<file path="src/rtl/vga_timing_gen.sv">
// Programmable VGA timing generator: pixel-rate enable, h/v counters, coordinate/cell stage A, colour/sync stage B.
// Optional build macro VGA_COLOR_BARS_EN replaces the colour inputs with an 8-bar test pattern.
module vga_timing_gen #(
    parameter int H_ACTIVE    = 640,
    parameter int H_FP        = 16,
    parameter int H_SYNC      = 96,
    parameter int H_BP        = 48,
    parameter int V_ACTIVE    = 480,
    parameter int V_FP        = 10,
    parameter int V_SYNC      = 2,
    parameter int V_BP        = 33,
    parameter int CLK_DIV     = 4,
    parameter int CNT_W       = 10,
    parameter int COLOR_W     = 4,
    parameter int CELL_W_LOG2 = 3,
    parameter int CELL_H_LOG2 = 4,
    parameter bit HS_POL      = 1'b0,
    parameter bit VS_POL      = 1'b0
) (
    input  logic                         clock,
    input  logic                         reset,
    input  logic [COLOR_W-1:0]           red,
    input  logic [COLOR_W-1:0]           green,
    input  logic [COLOR_W-1:0]           blue,
    output logic [COLOR_W-1:0]           Red,
    output logic [COLOR_W-1:0]           Green,
    output logic [COLOR_W-1:0]           Blue,
    output logic                         h_sync,
    output logic                         v_sync,
    output logic [CNT_W-1:0]             px,
    output logic [CNT_W-1:0]             py,
    output logic                         video,
    output logic [CNT_W-CELL_W_LOG2-1:0] cell_col,
    output logic [CNT_W-CELL_H_LOG2-1:0] cell_row,
    output logic [CELL_W_LOG2-1:0]       pos,
    output logic [CELL_H_LOG2-1:0]       rowad,
    output logic                         pix_tick,
    output logic                         frame_start
);

    localparam int H_TOTAL = H_ACTIVE + H_FP + H_SYNC + H_BP;
    localparam int V_TOTAL = V_ACTIVE + V_FP + V_SYNC + V_BP;
    localparam int DIV_W   = (CLK_DIV > 1) ? $clog2(CLK_DIV) : 1;

    localparam logic [DIV_W-1:0] DIV_LAST = DIV_W'(CLK_DIV - 1);
    localparam logic [CNT_W-1:0] H_LAST   = CNT_W'(H_TOTAL - 1);
    localparam logic [CNT_W-1:0] V_LAST   = CNT_W'(V_TOTAL - 1);
    localparam logic [CNT_W-1:0] H_ACT_C  = CNT_W'(H_ACTIVE);
    localparam logic [CNT_W-1:0] V_ACT_C  = CNT_W'(V_ACTIVE);
    localparam logic [CNT_W-1:0] HS_BEG_C = CNT_W'(H_ACTIVE + H_FP);
    localparam logic [CNT_W-1:0] HS_END_C = CNT_W'(H_ACTIVE + H_FP + H_SYNC);
    localparam logic [CNT_W-1:0] VS_BEG_C = CNT_W'(V_ACTIVE + V_FP);
    localparam logic [CNT_W-1:0] VS_END_C = CNT_W'(V_ACTIVE + V_FP + V_SYNC);

    logic [DIV_W-1:0]   div_q, div_d;
    logic               tick;
    logic [CNT_W-1:0]   hc_q, hc_d, vc_q, vc_d;
    logic [CNT_W-1:0]   px_q, px_d, py_q, py_d;
    logic               video_q, video_d;
    logic               fs_q, fs_d;
    logic [COLOR_W-1:0] r_q, r_d, g_q, g_d, b_q, b_d;
    logic [COLOR_W-1:0] r_src, g_src, b_src;
    logic               hs_q, hs_d, vs_q, vs_d;
    logic               hs_in, vs_in;

    // Gated by reset so that CLK_DIV=1 does not tick while reset is held.
    assign tick = (div_q == DIV_LAST) && !reset;

    always_comb begin
        div_d = div_q + 1'b1;
        if (tick) div_d = '0;
    end

    always_comb begin
        hc_d = hc_q;
        vc_d = vc_q;
        if (tick) begin
            if (hc_q == H_LAST) begin
                hc_d = '0;
                vc_d = (vc_q == V_LAST) ? '0 : vc_q + 1'b1;
            end else begin
                hc_d = hc_q + 1'b1;
            end
        end
    end

    // Stage A: present the counters as coordinates.
    always_comb begin
        px_d    = px_q;
        py_d    = py_q;
        video_d = video_q;
        if (tick) begin
            px_d    = hc_q;
            py_d    = vc_q;
            video_d = (hc_q < H_ACT_C) && (vc_q < V_ACT_C);
        end
    end

    assign fs_d = tick && (hc_q == '0) && (vc_q == '0);

`ifdef VGA_COLOR_BARS_EN
    localparam logic [CNT_W-1:0] BAR_W = CNT_W'(H_ACTIVE / 8);
    logic [CNT_W-1:0] bar;
    logic             unused_colour;
    assign bar           = px_q / BAR_W;
    assign r_src         = {COLOR_W{bar[2]}};
    assign g_src         = {COLOR_W{bar[1]}};
    assign b_src         = {COLOR_W{bar[0]}};
    assign unused_colour = ^{red, green, blue};
`else
    assign r_src = red;
    assign g_src = green;
    assign b_src = blue;
`endif

    assign hs_in = (px_q >= HS_BEG_C) && (px_q < HS_END_C);
    assign vs_in = (py_q >= VS_BEG_C) && (py_q < VS_END_C);

    // Stage B: colour and sync one pixel behind stage A, derived from stage A state.
    always_comb begin
        r_d  = r_q;
        g_d  = g_q;
        b_d  = b_q;
        hs_d = hs_q;
        vs_d = vs_q;
        if (tick) begin
            r_d  = video_q ? r_src : '0;
            g_d  = video_q ? g_src : '0;
            b_d  = video_q ? b_src : '0;
            hs_d = hs_in ? HS_POL : ~HS_POL;
            vs_d = vs_in ? VS_POL : ~VS_POL;
        end
    end

    always_ff @(posedge clock) begin
        if (reset) begin
            div_q   <= '0;
            hc_q    <= '0;
            vc_q    <= '0;
            px_q    <= '0;
            py_q    <= '0;
            video_q <= 1'b0;
            fs_q    <= 1'b0;
            r_q     <= '0;
            g_q     <= '0;
            b_q     <= '0;
            hs_q    <= ~HS_POL;
            vs_q    <= ~VS_POL;
        end else begin
            div_q   <= div_d;
            hc_q    <= hc_d;
            vc_q    <= vc_d;
            px_q    <= px_d;
            py_q    <= py_d;
            video_q <= video_d;
            fs_q    <= fs_d;
            r_q     <= r_d;
            g_q     <= g_d;
            b_q     <= b_d;
            hs_q    <= hs_d;
            vs_q    <= vs_d;
        end
    end

    assign px          = px_q;
    assign py          = py_q;
    assign video       = video_q;
    assign cell_col    = px_q[CNT_W-1:CELL_W_LOG2];
    assign cell_row    = py_q[CNT_W-1:CELL_H_LOG2];
    assign pos         = px_q[CELL_W_LOG2-1:0];
    assign rowad       = py_q[CELL_H_LOG2-1:0];
    assign Red         = r_q;
    assign Green       = g_q;
    assign Blue        = b_q;
    assign h_sync      = hs_q;
    assign v_sync      = vs_q;
    assign pix_tick    = tick;
    assign frame_start = fs_q;

endmodule
</file>
<file path="config.mk">
export PLATFORM = sky130hd
export DESIGN_NAME = vga_timing_gen
export DESIGN_NICKNAME = d
export VERILOG_FILES = /design/src/rtl/vga_timing_gen.sv
export SDC_FILE = /design/constraint.sdc
export NUM_CORES = 1
export LEC_CHECK = 0
export CORE_MARGIN = 4
export CORE_UTILIZATION = 43
export CTS_BUF_LIST = sky130_fd_sc_hd__clkbuf_8 sky130_fd_sc_hd__clkbuf_16
export DETAILED_ROUTE_END_ITERATION = 8
export PLACE_DENSITY = 0.85
export REMOVE_ABC_BUFFERS = 1
export SYNTH_ARGS = -nofsm -noshare
export SYNTH_HDL_FRONTEND = slang
export SYNTH_SLANG_ARGS = --single-unit
</file>
<file path="constraint.sdc">
create_clock -name clock -period 1.4 [get_ports clock]
set_input_delay 0.21 -clock clock [delete_from_list [all_inputs] [get_ports clock]]
set_output_delay 0.21 -clock clock [all_outputs]
set_load 0.02 [all_outputs]
</file>
==> flow_metrics.tcl <==
set metrics [dict create \
    antenna_found_initial 0 \
    hold_depth 3 \
    place.gp.congestion 0.910 \
    cp-startpoint "div_q[0]" \
    synthMuxAreaShare_pct 7.71 \
    required_ps 1680 \
    cts-root-buf "clkbuf_8" \
    max-vdd-ir-drop_mv 0.613 \
    crit_type "register to register" \
    setup_violations 9 \
    ios 71 \
    fill_cells 488 \
    synthCells 293 \
    port_buffers 70 \
    nets 403 \
    synth_compound_area_share_pct 8.77 \
    slew_headroom_pct 75.9 \
    cpMaxStageDelayCell "or4_4" \
    hpwlAfterDp_um 4890 \
    synth_xor_area_share_pct 3.04 \
    critical_path.max_fanout 5 \
    grt_overflow 0 \
    clockBufferDepth 2 \
    cts.clk_slew.worst_paths_ps 60 \
    cts_tree "done" \
    hold_viol 0 \
    drv_cap 0 \
    end_kind "register" \
    synthFlopType "dfxtp_1" \
    synthesis.area_um2 2600 \
    avgRoutedWirePerCell_um 15.9 \
    worstHoldStart "reset" \
    worstHoldPathType "primary input to register" \
    status "finished, violations left" \
    r2r-start "div_q[0]" \
    final_max_slew_viol_count 0 \
    start_util_pct 44.1 \
    htree_num_levels 3 \
    synthSimpleGateAreaFrac_pct 24.2 \
    reg2regPathDepth 5 \
    holdPathEnd "px[7]" \
    ant_nets 0 \
    place_area_um2 3480 \
    dieArea_um2 7350 \
    crit_arrival_ps 1830 \
    grt_max_degree 33 \
    tightest_slew_ps 358 \
    crit_path_max_incr_delay_ps 490 \
    synth_adder_area_share_pct 2.41 \
    grt_pass1_vias 2408 \
    final_area_um2 3860 \
    holdBufCountCts 0 \
    vias 2500 \
    grt_use_total_pct 19.5 \
    cp-start-kind "register" \
    power_mw 3.39 \
    regToRegSetupSlack_ps -150 \
    diodes 0 \
    num_rows 28 \
    drtIter0Drc 181 \
    period_share_pct 111 \
    layout-drive-gt1-share_pct 24.7 \
    routed_wl_um 7370 \
    setup_ws_ps -154 \
    area_growth_pct 48.6 \
    cts_made_buffers 9 \
    synth_edf_count 0 \
    violations "setup timing" \
    p_per_area_nw_per_um2 880 \
    period_minus_slack_ps 1550 \
    synth.avg_cell_area_um2 8.86 \
    synth_top_family_by_area "simple AND/OR/NAND/NOR gates" \
    max_freq_mhz 644 \
    grt_pass1_wl_um 11200 \
    timing.hold.ws_ps 338 \
    yosys_warnings 0 \
    via_per_inst 5.39 \
    synth_seq_cells 58 \
    drc 0 \
    async_reset_ff_share_pct 0 \
    cts_sinks 58 \
    fp.dieW_um 85.7 \
    leakage_nw 1.73 \
    r2r_end "vc_q[9]" \
    die_h_um 85.7 \
    synth_cell_types 40 \
    path_cells "ha_4 > and4b_2 > nand2_4 > or4_4 > a21oi_2" \
    dpl_worst_slack_ps -169 \
    drt_pass1_iterations 5 \
    core_region_area_um2 5890 \
    rsz0062_at_grt "true" \
    seq_area_frac_synth_pct 44.7 \
    clkLatencyLatePin_ps 340 \
    finClkSkew_ps 10.0 \
]
==> power breakdown <==
group	internal [mW]	switching, mW
Combinational	0.129	0.139
Sequential	1.67	0.0119
Clock	0.800	0.644
==> worst max-delay path: cells and delay by family (launching register included) <==
kind / cells / cell delay (ps)
compound gates: 1 / 140
flops: 1 / 360
fa+ha+maj: 1 / 160
simple gates: 3 / 830
==> registers in the layout, indices dropped and copies added (netlist names) <==
name	count
video	1
hc_q	10
frame_start	1
Blue	4
Red	4
px	10
py	10
div_q	2
vc_q	10
Green	4
v_sync	1
h_sync	1
==> layout make-up <==
class / instances / area [um2] / area share, %
clock buffers: 9 / 124 / 3.21
well taps: 75 / 93.8 / 2.43
repair buffers: 115 / 1040 / 26.9
inverters: 6 / 23.8 / 0.616
flip-flops and latches: 58 / 1170 / 30.3
multi-input cells: 194 / 1350 / 35.0
clock inverters: 7 / 61.3 / 1.59
==> layer usage <==
metal / vias up / GRT usage [%] / wire length [um] / part of all wire, %
met2: 102 / 34.6 / 3870 / 52
li1: 1190 / - / - / -
met5: - / 0 / 0 / 0
met1: 1191 / 21.5 / 2890 / 39
met3: 17 / 6.82 / 479 / 6.5
met4: 0 / 6.62 / 138 / 1.9
==> synthesized netlist by cell type, types with 2 or more instances <==
master,instances,area [um2]
a211o_1,2,17.5
a21oi_1,24,120
and3_1,5,31.3
and3_2,2,15.0
and4_1,2,17.5
buf_2,4,20.0
buf_4,21,158
clkbuf_1,10,37.5
dfxtp_1,58,1160
ha_1,5,62.6
inv_1,5,18.8
mux2i_1,20,200
nand2_1,24,90.1
nand2b_1,2,12.5
nand3_1,19,95.1
nand4_1,6,37.5
nand4b_1,4,35.0
nor2_1,34,128
nor3_1,5,25.0
nor3b_1,2,15.0
nor4_1,4,25.0
o21ai_0,7,35.0
o31ai_1,2,15.0
or3_1,2,12.5
or4_1,2,15.0
xnor2_1,7,61.3
xor2_1,2,17.5
==> how the worst max path moves through the flow <==
stage | end | cells past startpoint | slack [ps]
finish | vc_q[9] | 5 | -150
global route | vc_q[9] | 5 | -190
CTS | vc_q[9] | 5 | -100
detailed placement | vc_q[3] | 6 | -170
global placement | vc_q[9] | 5 | -120
floorplan | v_sync | 3 | -1450
==> per-stage QoR <==
step / utilization [%] / std cells / TNS (ps)
finish: 65.6 / 464 / -414
global route: 65.6 / 464 / -1270
CTS: 63.4 / 461 / -214
detailed placement: 59.2 / 441 / -1930
global placement: 59.2 / 441 / -1090
floorplan: - / 258 / -56000
==> cells by family after synthesis <==
| logic type | count (synthesis) |
|---|---|
| buffers and inverters | 41 |
| adders and majority gates | 5 |
| AOI/OAI and AO/OA | 40 |
| muxes | 20 |
| and+or+nand+nor | 120 |
| xor gates and xnor gates | 9 |
| DFF | 58 |
==> cells in the final DEF, fill, tap and decap left out, drive strengths merged, types with 4 or more instances in the layout <==
master,Yosys,routed
dlygate4sd2,0,56
nand4b,4,4
buf,25,46
dfxtp,58,58
nand3,20,20
mux2i,20,20
ha,5,5
nor2,34,34
clkdlybuf4s50,0,12
o21ai,7,7
nor4,4,4
clkbuf,10,10
inv,5,6
clkinv,1,5
and3,7,7
xnor2,7,7
a21oi,24,24
nor3,6,6
nand4,6,6
nand2,25,25
==> what timing repair did <==
item	CTS	global route
cloned	0	1
pin swaps	12	10
setup buffers	4	2
endpoints found under the setup margin	83	18
resized for setup	88	19
endpoints found under the hold margin	0	0
Note: power is estimated with default switching activity, not from simulation.
